## src/rtl/block_avg_scanner.sv

```systemverilog
// Walks the frame memory block by block and emits one rounded 8-bit mean per 4x4 block
// over a valid/ready stream (80x60 thumbnail for a 320x240 frame).
//
// state | meaning
// IDLE  | waiting for start, index held at 0
// FETCH | block_addr presented, four block rows captured on the edge
// SUM   | 16-byte sum reduced to a rounded mean, output registers loaded
// OUT   | out_valid high until the consumer accepts
// DONE  | one-cycle done pulse, index cleared
module block_avg_scanner #(
    parameter int BLOCKS_PER_ROW = 80,
    parameter int BLOCK_ROWS     = 60,
    parameter int ADDR_W         = 13
) (
    input  logic              clk,
    input  logic              rst_n,
    input  logic              start,
    output logic [ADDR_W-1:0] block_addr,
    input  logic [31:0]       row0,
    input  logic [31:0]       row1,
    input  logic [31:0]       row2,
    input  logic [31:0]       row3,
    output logic              out_valid,
    input  logic              out_ready,
    output logic [7:0]        out_pix,
    output logic [ADDR_W-1:0] out_addr,
    output logic              out_last,
    output logic              busy,
    output logic              done
);

    localparam int NUM_BLOCKS = BLOCKS_PER_ROW * BLOCK_ROWS;
    localparam logic [ADDR_W-1:0] LAST_IDX = ADDR_W'(NUM_BLOCKS - 1);

    typedef enum logic [2:0] {IDLE, FETCH, SUM, OUT, DONE} stateT;

    stateT             state;
    stateT             stateNext;
    logic [ADDR_W-1:0] blockIdx;
    logic [127:0]      blockReg;
    logic [11:0]       blockSum;
    logic [7:0]        blockMean;

    // The memory address is the index itself: it only moves on the handshake that
    // re-enters FETCH, and returns to 0 in DONE so IDLE always shows block 0.
    assign block_addr = blockIdx;

    always_comb begin
        blockSum = '0;
        for (int i = 0; i < 16; i++) begin
            blockSum = blockSum + 12'(blockReg[i*8 +: 8]);
        end
        blockMean = 8'((blockSum + 12'd8) >> 4);
    end

    always_comb begin
        stateNext = state;
        case (state)
            IDLE:    if (start) stateNext = FETCH;
            FETCH:   stateNext = SUM;
            SUM:     stateNext = OUT;
            OUT:     if (out_ready) stateNext = out_last ? DONE : FETCH;
            DONE:    stateNext = IDLE;
            default: stateNext = IDLE;
        endcase
    end

    always_ff @(posedge clk or negedge rst_n) begin
        if (!rst_n) begin
            state <= IDLE;
        end else begin
            state <= stateNext;
        end
    end

    // Status outputs are registered from the next state so they line up with it.
    always_ff @(posedge clk or negedge rst_n) begin
        if (!rst_n) begin
            out_valid <= 1'b0;
            busy      <= 1'b0;
            done      <= 1'b0;
        end else begin
            out_valid <= (stateNext == OUT);
            busy      <= (stateNext != IDLE);
            done      <= (stateNext == DONE);
        end
    end

    always_ff @(posedge clk or negedge rst_n) begin
        if (!rst_n) begin
            blockIdx <= '0;
            blockReg <= '0;
            out_pix  <= '0;
            out_addr <= '0;
            out_last <= 1'b0;
        end else begin
            case (state)
                FETCH: blockReg <= {row0, row1, row2, row3};
                SUM: begin
                    out_pix  <= blockMean;
                    out_addr <= blockIdx;
                    out_last <= (blockIdx == LAST_IDX);
                end
                OUT:     if (out_ready && !out_last) blockIdx <= blockIdx + 1'b1;
                DONE:    blockIdx <= '0;
                default: ;
            endcase
        end
    end

endmodule

```

## config.mk

```make
export PLATFORM = sky130hd
export DESIGN_NAME = block_avg_scanner
export DESIGN_NICKNAME = d
export VERILOG_FILES = /design/src/rtl/block_avg_scanner.sv
export SDC_FILE = /design/constraint.sdc
export NUM_CORES = 1
export LEC_CHECK = 0
export BUFFER_PORTS_ARGS = -buffer_cell sky130_fd_sc_hd__buf_2
export CAP_MARGIN = 20
export CORE_MARGIN = 4
export CORE_UTILIZATION = 55
export DETAILED_ROUTE_END_ITERATION = 10
export GPL_ROUTABILITY_DRIVEN = 0
export PLACE_DENSITY = 0.86
export SLEW_MARGIN = 0
export SYNTH_ARGS = -nofsm -noshare
export SYNTH_HDL_FRONTEND = slang
export SYNTH_SLANG_ARGS = --single-unit
```

## constraint.sdc

```tcl
create_clock -name clk -period 6.7 [get_ports clk]
set_input_delay 1.005 -clock clk [delete_from_list [all_inputs] [get_ports clk]]
set_output_delay 1.005 -clock clk [all_outputs]
set_load 0.02 [all_outputs]
```

# After elaboration in Yosys (flattened, before gate mapping)
# Cells that the tools add are included.
[totals]
regBits = 169
input_bits = 132
word_cells = 46
[classes]
addsub = 17
eq_ne = 8
n_mux = 6
n_reduce_logical = 6
[ops]
columns = ["cell", "count"]
rows = [
  ["adder 12 x 8 -> 12 bit", 11],
  ["one-hot mux 13 bit (2 select lines)", 1],
  ["adder 13 x 1 -> 13 bit, second input constant", 1],
  ["== test 13 bit, second input constant", 1],
  ["2-to-1 mux 13 bit", 1],
  ["adder 11 x 8 -> 12 bit", 1],
  ["adder 12 x 4 -> 12 bit, second input constant", 1],
  ["one-hot mux 3 bit (4 select lines)", 1],
  ["adder 10 x 8 -> 11 bit", 1],
  ["adder 9 x 8 -> 10 bit", 1],
  ["adder 8 x 8 -> 9 bit", 1],
  ["== test 3 x 2 -> 1 bit, second input constant", 3],
  ["2-to-1 mux 3 bit", 3],
  ["== test 3 bit, second input constant", 2],
  ["== test 3 x 1 -> 1 bit, second input constant", 1],
  ["logical NOT 3 bit", 1],
  ["nonzero test 3 bit", 1],
  ["!= test 2 bit, second input constant", 1],
  ["AND reduction 2 bit", 1],
  ["nonzero test 2 bit", 1],
  ["logical AND 1 bit", 1],
  ["logical NOT 1 bit", 1],
]

# Longest topological paths before layout
# Gate-level depths: netlist (run 1).
[depth]
word_depth = 16
depth_mapped = 19
mapped_depth_nobuf = 18

# Least setup slack after synthesis (run 1)
# No wires, ideal clock.
[synth_timing]
kind = "register to register"
startpoint = "register blockReg[108]"
endpoint = "register out_pix[7]"
setup_time_ps = 69
arrival_ps = 4763
required_ps = 6631
setup_slack_ps = 1868
stages_incl_launch_ff = 17
path_buffers = 0
period_less_slack_ps = 4832
cell_sequence = "dfrtp_1 inv_1 fa_1 fa_1 inv_1 fa_1 fa_1 fa_1 inv_1 fa_1 inv_1 ha_1 nand3b_1 o21ai_1 a31oi_1 or4_1 nand3_1"
[synth_between]
elab_chain_cells = 4
[synth_lines]
columns = ["item", "line_no", "rtl"]
rows = [
  ["from (decl)", "40", "logic [127:0] blockReg;"],
  ["from (signal assigned)", "98", "FETCH: blockReg <= {row0, row1, row2, row3};"],
  ["adder 12 x 8 -> 12 bit (3 in series)", "51", "blockSum = blockSum + 12'(blockReg[i*8 +: 8]);"],
  ["adder 12 x 4 -> 12 bit", "53", "blockMean = 8'((blockSum + 12'd8) >> 4);"],
  ["to (signal assigned)", "100", "out_pix <= blockMean;"],
  ["to (decl)", "25", "output logic [7:0] out_pix,"],
]
# Every way passes these cells.
# A chain may end at the register's enable or synchronous reset.

# Final worst setup path (run 1)
# Same ends and word-level chain as after synthesis.

==> results of run 1 <==
cells in the mapped netlist, drive strengths merged, types with 8 or more instances:
cell type    n
a21oi       12
buf         18
clkbuf      12
dfrtp      169
fa         110
ha          21
inv        195
mux2        57
nand2      126
nor2        19
o21ai       84
xnor2        8
xor2         9
sequential cells by signal (all words and copies together) (netlist names):
signal / count
out_valid: 1
done: 1
busy: 1
out_pix: 8
block_addr: 13
blockReg: 128
out_addr: 13
out_last: 1
state: 3
final cells by class:
cell class | count | area (sq um) | share of cell area, %
inverters | 195 | 732.0 | 6.384
well taps | 225 | 281.5 | 2.456
flip-flops and latches | 169 | 4229 | 36.89
multi-input cells | 502 | 4684 | 40.86
clock buffers | 21 | 470.5 | 4.103
diodes | 1 | 2.502 | 0.02183
clock inverters | 10 | 143.9 | 1.255
repair buffers | 175 | 920.9 | 8.032
worst min-delay path by stage:
stage | slack [ns] | end | cells past startpoint | from
after floorplan | 0.47 | state[0] | 1 | state[2]
after global placement | 0.45 | out_addr[1] | 2 | out_addr[1]
after detailed placement | 0.46 | out_addr[9] | 2 | out_addr[9]
after CTS | 0.47 | out_addr[9] | 2 | out_addr[9]
after global routing | 0.50 | out_addr[2] | 2 | out_addr[2]
final | 0.47 | out_addr[9] | 2 | out_addr[9]
per-stage QoR:
stage	std cells	setup WS [ns]	cell area, sq um	hold slack [ns]	utilization (%)
finish	1298	1.530	11460	0.4699	66.05
global route	1297	1.356	11460	0.5009	66.04
CTS	1295	1.520	11420	0.4740	65.82
detailed placement	1264	1.527	10810	0.4587	62.28
global placement	1264	1.692	10810	0.4528	62.28
floorplan	896	1.868	9773	0.4733	-
cell families (layout without fill, tap and decap cells):
kind of cell	count (synthesis)	after routing
buf+inv	225	401
xor+xnor	17	17
flops	169	169
simple gates	188	188
compound gates	108	108
fa+ha+maj	131	131
other cells	0	1
mux	58	58
metal layers:
layer | track usage (%) | vias to the layer above | part of all wire [%]
met5 | 0 | - | 0.077
met4 | 7.394 | 2 | 2.8
met3 | 4.584 | 42 | 4.4
met2 | 38.88 | 150 | 53
met1 | 28.34 | 3218 | 40
li1 | - | 3054 | -
worst max-delay path, delay by kind of cell (launching register included):
family	cells	cell delay [ns]
buf+inv	4	0.24
compound gates	2	0.48
simple gates	3	0.70
fa+ha+maj	7	3.30
flops	1	0.38
==> results by group, run 1 <==
Clocking
  • Clk sinks: around 170
  • Setup bufs post-CTS: 0
  • Root Driver: clkbuf_16
  • CTS tree: built
  • Clk pin slew, worst setup/hold paths: approximately 0.060 ns
  • Post-CTS resize count: 0
  • CTS H-tree lvls: 4
  • Clk Latency, worst-skew pair: approximately 0.42 ns
  • Num CTS Buffers: 17
  • CTS Hold Buffers Added: 0
  • CTS Buffer Depth: 2

Timing
  • Final hold violations: 0
  • Worst Tran Pin Value: around 0.85 ns
  • Rel. slew slack: between 40% and 50%
  • Skew final: ~0.011 ns
  • Min cycle time layout: slightly above 5 ns
  • Final Max Slew Viols: 0
  • Final period util: between 70 and 80%
  • TNS Setup: 0 ns
  • Fmax: around 190 MHz
  • # setup viols final: 0
  • RSZ-0062 raised after global routing: no

Synthesis
  • Post-synthesis compound-gate area fraction: 5.902%
  • Largest area contributor in the netlist: dfrtp_1
  • Synth unique cells: 48
  • Mux contribution to synthesized area: roughly 6.7%
  • Simple-gate share of the synthesized area: between 8 and 9%
  • EDFF count, synth: 0
  • Sequential share of the synthesized area: between 40 and 50%
  • Top post-synthesis cells by area: dfrtp_1, fa_1, inv_1
  • Syn_area_per_cell: ~11 sq um
  • Async S/R FF share, synth: 100.0%
  • Xor/xnor cell area share of the yosys netlist: between 1.5 and 2%
  • Ys flop type: dfrtp_1
  • Top cell type's share of synthesized area: between 40% and 50%
  • YS warnings: 0
  • Mapped Cells: roughly 900
  • Yosys reg bits: ~170
  • Syn_nets: 1159
  • Post-Synth Adder-Cell Area: 25.22%
  • Synthesized area: a little under 10000 sq um
  • Largest family of logic cells by synthesized area: adder cells

Critical path
  • Critical path data arrival time: ~5.5 ns
  • Crit path from: blockReg[108]
  • Reg2reg end: out_pix[7]
  • Startpoint Class: register
  • Worst Setup End Kind: register
  • CP cell instances: inv_1 > fa_1 > fa_1 > inv_1 > fa_1 > fa_1 > fa_1 > inv_1 > fa_1 > inv_1 > ha_1 > nand3b_1 > o21ai_1 > a31oi_1 > or4_1 > nand3_1
  • Critical path's largest stage delay: approximately 0.54 ns
  • CP max FO: 5
  • Worst r2r path cells: 16
  • Req. time, crit path: ~7.1 ns
  • FF-to-FF setup slack: between 1.5 and 2 ns
  • Slowest cell on crit path: fa_1
  • Setup CP Type: register to register
  • Cell mode on critical path: fa_1
  • RR Startpoint: blockReg[108]
  • Worst setup endpoint: out_pix[7]

Floorplanning
  • Core area: about 17000 sq um
  • Die Span Y: roughly 140 microns
  • Placement Rows: 48
  • Die area: approximately 20000 sq um
  • Boundary pin count: 170
  • DIE WIDTH: 141.3 microns
  • Starting Density: a little under three fifths

Layout
  • Most common cell after layout, fill and taps aside: inv_1
  • Layout fillers: between 1000 and 1500
  • Layout Nets: roughly 1300
  • Area Growth Syn to Fin: 17.31%
  • Layout cell share with drive strength beyond 1: about a quarter
  • Commonest cells after routing, fill and taps aside: inv_1, dfrtp_1, buf_2, nand2_1, fa_1

Routing
  • ANT nets after route: 0
  • First DRT Iteration DRCs: about 330
  • Final WL: between 20 and 25 mm
  • DR DRC count: 0
  • DRT Pass-1 Iters: 4
  • Post-DR wirelength/cell: 16.05 microns
  • Total number of vias: ~6500
  • Via density: 4.982

GRT
  • First-pass GRT wire length: ~35 mm
  • Largest net degree at the start of global routing: 92
  • Overall Global Routing Usage: between 20 and 25%
  • Initial antenna violation count: 1
  • Number of global-route vias before repair: between 7000 and 8000
  • GRT Residual Overflow: 0

Place
  • DPL Wire Length: ~16 mm
  • IO Port Bufs: 169

Run
  • Max-cap violations: 0

Hold path
  • Worst hold path type: register to register

Run status
  • Status: complete, no violations
Power of run 1 is not shown: default switching activity piles up to over one toggle a cycle in this logic, so the estimate is an artifact.
==> inputs of run 2 (changes only) <==
- CORE_UTILIZATION: 55 -> 51
- PLACE_DENSITY: 0.86 -> 0.84
- clock period: 6.7 -> 4.2 ns (I/O delays scaled with it)
==> results by group, run 2 (synthesis results as in run 1) <==
Run status
  • Status: complete, but fails checks (was complete, no violations)
  • Failing checks: setup timing

Routing
  • Final WL: 22.40 mm (was 20.83 mm)
  • Post-DR wirelength/cell: 16.67 microns (was 16.05 microns)
  • ANT nets after route: 0 (unchanged)
  • DR DRC count: 0 (unchanged)
  • DRT Pass-1 Iters: 7 (was 4)
  • Total number of vias: 6742 (was 6466)
  • First DRT Iteration DRCs: 370 (was 327)
  • Via density: 5.016 (was 4.982)

Timing
  • Final Max Slew Viols: 0 (unchanged)
  • # setup viols final: 8 (was 0)
  • Fin worst setup slack: -0.7375 ns (was 1.530 ns)
  • Fmax: 202.5 MHz (was 193.4 MHz)
  • Rel. slew slack: 37.14% (was 43.17%)
  • Skew final: 0.01134 ns (was 0.01128 ns)
  • Final hold violations: 0 (unchanged)
  • RSZ-0062 raised after global routing: yes (was no)
  • Min cycle time layout: 4.937 ns (was 5.170 ns)
  • Final period util: 117.6% (was 77.17%)
  • Worst Tran Pin Value: 0.9429 ns (was 0.8524 ns)

Critical path
  • Reg2reg end: out_pix[6] (was out_pix[7])
  • Startpoint Class: register (unchanged)
  • Worst Setup End Kind: register (unchanged)
  • Worst r2r path cells: 16 (unchanged)
  • Worst setup endpoint: out_pix[6] (was out_pix[7])
  • RR Startpoint: blockReg[77] (was blockReg[108])
  • Critical path data arrival time: 5.29 ns (was 5.52 ns)
  • FF-to-FF setup slack: -0.74 ns (was 1.53 ns)
  • Setup CP Type: register to register (unchanged)
  • Crit path from: blockReg[77] (was blockReg[108])
  • CP max FO: 3 (was 5)
  • Req. time, crit path: 4.55 ns (was 7.05 ns)

Clocking
  • CTS tree: built (unchanged)
  • CTS H-tree lvls: 4 (unchanged)
  • Root Driver: clkbuf_16 (unchanged)
  • Clk Latency, worst-skew pair: 0.43 ns (was 0.42 ns)
  • Clk pin slew, worst setup/hold paths: 0.06 ns (about the same)
  • Num CTS Buffers: 17 (unchanged)
  • Clk sinks: 169 (unchanged)
  • CTS Hold Buffers Added: 0 (unchanged)
  • CTS Buffer Depth: 2 (unchanged)

Layout
  • Flip-flop and latch area: 4229 sq um (unchanged)
  • Multi-input gate area: 4866 sq um (was 4684 sq um)
  • Utilization after layout: 63.63% (was 66.05%)
  • Area Growth Syn to Fin: 22.20% (was 17.31%)
  • Layout cell share with drive strength beyond 1: 31.07% (was 25.19%)
  • Layout Nets: 1357 (was 1323)
  • Layout fillers: 1382 (was 1309)
  • Commonest cells after routing, fill and taps aside: inv_1, dfrtp_1, buf_2, nand2_1, fa_1 (unchanged)
  • Most common cell after layout, fill and taps aside: inv_1 (unchanged)
  • Top reg by flops: blockReg (unchanged)
  • Max FFs per register: 128 (unchanged)

Run
  • Max-cap violations: 0 (unchanged)

GRT
  • Largest net degree at the start of global routing: 124 (was 92)
  • Initial antenna violation count: 2 (was 1)
  • Overall Global Routing Usage: 21.61% (was 22.41%)
  • Number of global-route vias before repair: 7324 (was 7156)
  • GRT Residual Overflow: 0 (unchanged)
  • First-pass GRT wire length: 36.45 mm (was 35.22 mm)

Floorplanning
  • Die area: 21440 sq um (was 19970 sq um)
  • Core area: 18770 sq um (was 17360 sq um)
  • Boundary pin count: 170 (unchanged)
  • Placement Rows: 50 (was 48)
  • Die Span Y: 146.4 microns (was 141.3 microns)
  • Starting Density: 52.07% (was 56.31%)
  • DIE WIDTH: 146.4 microns (was 141.3 microns)

Place
  • DPL Wire Length: 16.19 mm (was 16.04 mm)
  • IO Port Bufs: 169 (unchanged)

Hold path
  • Worst hold path type: input port to asynchronous set/reset pin (was register to register)
[run 2: changes by cell type in the layout (fill, tap and decap cells not counted), sizes merged]
cell      previous run  this run
clkinvlp             3         2
clkbuf              21        18
bufinv               3         2
diode                1         3
buf                175       209
clkinv               4         3
inv                195       202
[run 2: worst min-delay path by stage]
stage                         end
CTS                  blockReg[88]
global placement      out_addr[8]
global route        blockReg[113]
finish               blockReg[80]
detailed placement    out_addr[0]
floorplan             blockReg[0]
[run 2: what timing repair did]
action | CTS | global route
setup buffers | 4 | 6
gates resized for setup | 15 | 19
setup endpoints to repair | 8 | 8
pin swaps | 30 | 42
[run 2: layout make-up]
cell class,instances,area share (%)
repair buffers,209,10.18
clock buffers,18,3.677
multi-input cells,502,40.74
diodes,3,0.06286
well taps,234,2.452
flip-flops and latches,169,35.41
clock inverters,14,1.341
inverters,195,6.129
[run 2: worst max-delay path, cell delays in order, from the launching register on]
cell	delay (ns)
dfrtp_1	0.40
fa_1	0.55
inv_2	0.05
fa_1	0.54
inv_2	0.04
fa_1	0.49
inv_1	0.05
fa_1	0.46
fa_1	0.49
fa_1	0.51
inv_2	0.06
ha_4	0.27
nand4b_1	0.11
o211ai_1	0.37
a31oi_1	0.18
xor2_1	0.16
o21ai_1	0.12
[run 2: layer usage]
metal,GRT usage [%],up-vias,share of wire (%)
met3,4.624,52,4.6
met1,26.85,3356,39
met4,7.620,0,3.2
met2,37.60,194,53
li1,-,3140,-
met5,0,-,0
[run 2: stage by stage]
stage | hold WS (ns) | instance area [sq um] | cells | setup slack, ns | setup TNS (ns)
finish | 0.3317 | 11940 | 1344 | -0.7375 | -4.838
global route | 0.4075 | 11940 | 1343 | -0.9365 | -6.251
CTS | 0.3650 | 11790 | 1333 | -0.6875 | -4.704
detailed placement | 0.4601 | 11110 | 1297 | -0.6538 | -4.955
global placement | 0.4539 | 11110 | 1297 | -0.5755 | -4.174
floorplan | 0.3344 | 9856 | 896 | -0.4767 | -2.661
Power of run 2 is left out for the same reason.
